<file path="src/rtl/seq_div_pkg.sv">
// seq_div_pkg: FSM state encoding and default operand width for seq_div
package seq_div_pkg;

    typedef enum logic [1:0] {
        IDLE = 2'd0,
        RUN  = 2'd1,
        FIN  = 2'd2
    } state_t;

    localparam int DEFAULT_WIDTH = 8;

endpackage

</file>
<file path="src/rtl/seq_div_step.sv">
// seq_div_step: one restoring shift-subtract step, MSB of the dividend shifted in first
module seq_div_step
    import seq_div_pkg::*;
#(
    parameter int WIDTH = DEFAULT_WIDTH
) (
    input  logic [WIDTH:0]   rem_in,
    input  logic [WIDTH-1:0] quo_in,
    input  logic [WIDTH-1:0] divisor,
    output logic [WIDTH:0]   rem_out,
    output logic [WIDTH-1:0] quo_out
);

    logic [WIDTH+1:0] shifted;
    logic [WIDTH+1:0] diff;

    // shift next dividend bit into the remainder, trial subtract, restore on borrow
    always_comb begin
        shifted = {rem_in, quo_in[WIDTH-1]};
        diff    = shifted - {2'b00, divisor};
        rem_out = diff[WIDTH+1] ? shifted[WIDTH:0] : diff[WIDTH:0];
        quo_out = {quo_in[WIDTH-2:0], ~diff[WIDTH+1]};
    end

endmodule

</file>
<file path="src/rtl/seq_div.sv">
// seq_div: sequential restoring unsigned divider; define SEQ_DIV_DZ_EN for single-cycle divide-by-zero
module seq_div
    import seq_div_pkg::*;
#(
    parameter int WIDTH = DEFAULT_WIDTH
) (
    input  logic             C,
    input  logic             RN,
    input  logic             START,
    input  logic [WIDTH-1:0] DIVIDEND,
    input  logic [WIDTH-1:0] DIVISOR,
    output logic             BUSY,
    output logic             DONE,
    output logic [WIDTH-1:0] QUO,
    output logic [WIDTH-1:0] REM,
    output logic             DZ
);

    localparam int CW = $clog2(WIDTH);

    state_t           state, nxt;
    logic [CW-1:0]    cnt;
    logic [WIDTH:0]   rem_w, rem_nx;
    logic [WIDTH-1:0] quo_w, quo_nx;
    logic [WIDTH-1:0] dvsr;
    logic             accept, last, fast_dz;

`ifdef SEQ_DIV_DZ_EN
    logic dz_r;
    assign fast_dz = DIVISOR == '0;
    assign DZ      = dz_r;
`else
    assign fast_dz = 1'b0;
    assign DZ      = 1'b0;
`endif

    assign BUSY = state == RUN;
    assign DONE = state == FIN;

    seq_div_step #(.WIDTH(WIDTH)) u_step (
        .rem_in  (rem_w),
        .quo_in  (quo_w),
        .divisor (dvsr),
        .rem_out (rem_nx),
        .quo_out (quo_nx)
    );

    // state register
    always_ff @(posedge C or negedge RN) begin
        if (!RN) state <= IDLE;
        else     state <= nxt;
    end

    // next state: START is honoured only outside RUN; FIN always lasts one cycle
    always_comb begin
        nxt    = state;
        accept = START && state != RUN;
        last   = cnt == CW'(WIDTH - 1);
        if (accept)             nxt = fast_dz ? FIN : RUN;
        else if (state == RUN)  nxt = last ? FIN : RUN;
        else if (state == FIN)  nxt = IDLE;
    end

    // datapath: latch operands on accept, iterate in RUN, publish results only on completion
    always_ff @(posedge C or negedge RN) begin
        if (!RN) begin
            cnt   <= '0;
            rem_w <= '0;
            quo_w <= '0;
            dvsr  <= '0;
            QUO   <= '0;
            REM   <= '0;
`ifdef SEQ_DIV_DZ_EN
            dz_r  <= 1'b0;
`endif
        end else if (accept) begin
            cnt   <= '0;
            rem_w <= '0;
            quo_w <= DIVIDEND;
            dvsr  <= DIVISOR;
`ifdef SEQ_DIV_DZ_EN
            if (fast_dz) begin
                QUO  <= '1;
                REM  <= DIVIDEND;
                dz_r <= 1'b1;
            end
`endif
        end else if (state == RUN) begin
            cnt   <= cnt + 1'b1;
            rem_w <= rem_nx;
            quo_w <= quo_nx;
            if (last) begin
                QUO  <= quo_nx;
                REM  <= rem_nx[WIDTH-1:0];
`ifdef SEQ_DIV_DZ_EN
                dz_r <= 1'b0;
`endif
            end
        end
    end

endmodule

</file>
<file path="config.mk">
export PLATFORM = sky130hd
export DESIGN_NAME = seq_div
export DESIGN_NICKNAME = d
export VERILOG_FILES = /design/src/rtl/seq_div_pkg.sv /design/src/rtl/seq_div_step.sv /design/src/rtl/seq_div.sv
export SDC_FILE = /design/constraint.sdc
export NUM_CORES = 1
export LEC_CHECK = 0
export BUFFER_PORTS_ARGS = -buffer_cell sky130_fd_sc_hd__buf_2
export CAP_MARGIN = 10
export CORE_UTILIZATION = 40
export CTS_CLUSTER_DIAMETER = 50
export DETAILED_ROUTE_END_ITERATION = 8
export GPL_TIMING_DRIVEN = 0
export PLACE_DENSITY = 0.69
export SETUP_SLACK_MARGIN = 0.02
export SKIP_LAST_GASP = 1
export SYNTH_ARGS = -nofsm -noshare
export SYNTH_HDL_FRONTEND = slang
export SYNTH_SLANG_ARGS = --single-unit
</file>
<file path="constraint.sdc">
create_clock -name C -period 2.4 [get_ports C]
set_input_delay 0.48 -clock C [delete_from_list [all_inputs] [get_ports C]]
set_output_delay 0.48 -clock C [all_outputs]
set_load 0.02 [all_outputs]
</file>
# After elaboration in Yosys (flattened, before gate mapping)
# Cells that the tools add are included.
# op_classes
add_sub_neg	2
n_eq_ne	4
muxes	11
bitwise	2
reduce_logical	4
# op_table
op	n
9-bit 2-to-1 mux	3
8-bit 2-to-1 mux	2
10-bit by 8-bit subtractor with 10-bit output	1
2-bit 2-to-1 mux	4
3-bit 2-to-1 mux	2
3-bit by 1-bit adder with 3-bit output, second input constant	1
3-bit == test, second input constant	1
3-bit AND reduction	1
3-bit nonzero test	1
2-bit by 1-bit == test with 1-bit output, second input constant	1
2-bit == test, second input constant	1
2-bit by 1-bit inequality test with 1-bit output, second input constant	1
1-bit NOT	2
2-bit nonzero test	1
1-bit logical AND	1
# word_totals
reg_bits	46
out_inout_bits	19
word_cells	30

# Logic depth before layout (Yosys ltp)
# logic_depth
ltp_word	4
depth_mapped	9
ltp_nobuf	9

# Modules after synthesis
# Synthesis repeated with hierarchy kept, for this count alone.
# hier_totals
hier_cells	226
area_unflattened_um2	2608.8
# modules_own_cells
module	instances	cells_per_inst	area_each_um2
seq_div	1	147	1990.7
seq_div_step	1	79	618.1

# Least setup slack after synthesis
# Ideal clock, no wire load.
# synth_timing
kind	flip-flop to flip-flop
start	reg rem_w[5]
end	reg rem_w[1]
setup_time_ps	80
arrival_time_ps	1916
slack_ps	405
path_stages_with_launch	9
synth_period_minus_slack_ps	1995
cell_sequence	dfrtp_1 > ha_1 > a21oi_2 > o221ai_2 > a21oi_2 > xnor2_2 > buf_6 > mux2_4 > mux2i_4
# synth_via
elab_chain_cells	4
# synth_lines
item	line_no	rtl
from (decl)	seq_div.sv:23	logic [WIDTH:0] rem_w, rem_nx;
from (signal assigned)	seq_div.sv:90	rem_w <= rem_nx;
10-bit by 8-bit subtractor with 10-bit output	seq_div_step.sv:20	diff = shifted - {2'b00, divisor};
9-bit 2-to-1 mux	seq_div_step.sv:21	rem_out = diff[WIDTH+1] ? shifted[WIDTH:0] : diff[WIDTH:0];
9-bit 2-to-1 mux	seq_div.sv:88	end else if (state == RUN) begin
9-bit 2-to-1 mux	seq_div.sv:76	end else if (accept) begin
# Every way passes these cells. The select of a mux whose other input is x is not followed.
# A chain may end at the register's enable or synchronous reset.

# Worst setup path in the final report
# layout_timing
start	reg rem_w[1]
end	reg rem_w[1]
# Same word-level chain as after synthesis.

==> flow_metrics.tcl <==
set metrics [dict create \
    status "completed" \
    cpPeakStageDelay_ns 0.41 \
    yosysWarnings 0 \
    cp-end-kind "flop" \
    drv_slew 0 \
    synth_area_leader_cell "dfrtp_1" \
    syn2layout_area_growth_pct 15.76 \
    synth_cell_types 35 \
    start_kind "flop" \
    grt_usage 0.1648 \
    seq_area_sq_um 1151 \
    drt_wl_total_microns 4707 \
    stdcell_count 338 \
    min_period_ns 2.178 \
    leakage_nw 1.382 \
    grt.overflow.total 0 \
    crit_chain "ha_1, a21oi_1, nand2_1, a21oi_2, xnor2_2, buf_6, mux2_4, mux2i_4" \
    worst_slew_pin_slew_ns 1.041 \
    cts_tree "yes" \
    boundaryPins 38 \
    synthMostInstantiatedCell "dfrtp_1" \
    hpwl_microns 3313 \
    fp.dieH_microns 79.42 \
    synth_ff_type "dfrtp_1" \
    synth_top_area_share 0.4802 \
    synthTopCellsByCount "dfrtp_1, nand2_1, o21ai_0" \
    relSlewSlack 0.3060 \
    max-vdd-ir-drop_uv 577.9 \
    startpoint "rem_w[1]" \
    syn_inst 223 \
    reg2reg_to "rem_w[1]" \
    cts_setup_buffers 0 \
    drc 0 \
    ant_nets 0 \
    nFillCells 547 \
    setup_viol_count_final 0 \
    diodes 0 \
    fp-row-count 27 \
    gp_congestion 0.8648 \
    crit_type "reg -> reg" \
    port-buffer-count 35 \
    root_buffer "clkbuf_8" \
    grt_max_degree 47 \
    hold_violations 0 \
    finalSetupTns_ns 0 \
    yosys-top-cells-area "dfrtp_1, mux2i_1, ha_1, o21ai_0, mux2_2" \
    synth_edf_count 0 \
    clock-sinks 46 \
    drt_iter0_drc 120 \
    clock.fmax_ghz 0.4592 \
    r2r_slack_ns 0.22 \
    dr.pass1.iters 4 \
    synth_area_sq_um 2397 \
    drive_above_1_share 0.2556 \
    timing.rr.start "rem_w[1]" \
    antenna_found_initial 0 \
    fin_nets 298 \
    htreeDepth 2 \
    numCtsBuffers 5 \
    grt_pass1_vias 1614 \
    clockBufferDepth 2 \
    fin_crit_sh 0.9075 \
    die_w_microns 79.42 \
    avgRoutedWirePerCell_microns 13.93 \
    path_clk_slew_ns 0.09 \
    syn_avg_cell_area_sq_um 10.75 \
    die_area_sq_um 6307 \
    grt_first_pass_wirelength_microns 7831 \
    vias 1674 \
    multiInputGateArea_sq_um 1136 \
    endpoint "rem_w[1]" \
    syn-num-nets 256 \
    ys_async_sr_fraction 1.000 \
    rr_worst_depth 8 \
    rsz0062_at_grt "false" \
    ys_ff_latch 46 \
    clk_latency_ns 0.30 \
    start_util 0.4249 \
    p_per_area_nw_per_um2 1651 \
    report.power.total_mw 4.582 \
    slowest_stage "dfrtp_1" \
    finalClockSkew_ns 0.007573 \
    ys_seq_area_frac 0.4802 \
    drv_cap 0 \
    via_per_inst 4.953 \
    crit_fanout 10 \
    dp_cells 330 \
    core_area_sq_um 5642 \
    arrival_ns 2.41 \
    hp-class "in -> async" \
    required_ns 2.63 \
]
-- flip-flops by register name (all words and copies together), names as in the netlist --
name   cells
state      2
quo_w      8
QUO        8
REM        8
dvsr       8
rem_w      9
cnt        3
-- layout by cell type (no fill, tap or decap), drive strengths merged, types with 3 or more instances in the layout --
cell and instances:
a21oi 9, buf 40, clkbuf 12, dfrtp 46
ha 13, inv 13, mux2 12, mux2i 22
nand2 29, nand2b 11, nand3 3, nor2 5
o21ai 26, xnor2 6
-- critical path, delay by kind of cell, from the launching register on --
kind / cells / cell delay, ns
buf+inv: 1 / 0.20
compound gates: 2 / 0.37
mux: 2 / 0.46
simple gates: 1 / 0.14
flops: 1 / 0.41
xor+xnor: 1 / 0.15
fa+ha+maj: 1 / 0.36
-- layout make-up --
type	instances	area share
Clock inverter	3	0.01443
Buffer	12	0.02344
Inverter	13	0.01758
Multi-Input combinational cell	152	0.4094
Clock buffer	5	0.02480
Tap cell	72	0.03246
Sequential cell	46	0.4148
Timing Repair Buffer	35	0.06312
-- worst min path at each step --
stage | from | endpoint | depth (start not counted)
2_1_floorplan | RN | QUO[0] | 0
3_3_place_gp | REM[1] | REM[1] | 2
3_5_place_dp | REM[0] | REM[0] | 2
4_1_cts | DIVISOR[1] | dvsr[1] | 3
5_1_grt | DIVISOR[3] | dvsr[3] | 3
6_report | RN | quo_w[2] | 1
-- cell families (layout without fill, tap and decap cells) --
logic type                 count (synthesis)  count (layout)  share of synthesized area
AOI/OAI and AO/OA                         44              44                     0.1117
xor gates and xnor gates                   7               7                    0.02871
DFF                                       46              46                     0.4802
buffers and inverters                     25              68                    0.04750
and+or+nand+nor                           52              52                    0.09917
muxes                                     34              34                     0.1550
other                                      1               1                   0.001564
adders and majority gates                 14              14                    0.07620
-- per-stage QoR --
step	instance area [sq um]	util	hold WS (ns)	worst slack, ns
finish	2775	0.4919	0.3592	0.2221
global route	2775	0.4919	0.3765	0.02526
CTS	2771	0.4912	0.3682	0.2061
detailed placement	2663	0.4719	0.4707	0.2287
global placement	2663	0.4719	0.4634	0.2692
floorplan	2397	-	0.1844	0.4046
-- metal layers --
| metal | routed length (microns) | vias up | share of wire | GRT usage |
|---|---|---|---|---|
| li1 | - | 843 | - | - |
| met1 | 2256 | 793 | 0.48 | 0.2231 |
| met2 | 2180 | 31 | 0.46 | 0.2612 |
| met3 | 177 | 7 | 0.038 | 0.03086 |
| met4 | 92 | 0 | 0.020 | 0.06364 |
| met5 | 0 | - | 0 | 0 |
-- timing repair --
action,in CTS,in global routing
endpoints found under the setup margin,0,1
gates resized for setup,0,1
hold buffers,0,0
-- where the power goes --
part / total [mW] / switching, mW / internal (mW)
combinational: 2.64 / 1.46 / 1.19
sequential: 1.37 / 0.221 / 1.15
clock: 0.569 / 0.262 / 0.307
total: 4.58 / 1.94 / 2.64
Power figures use the tool's default switching activity.
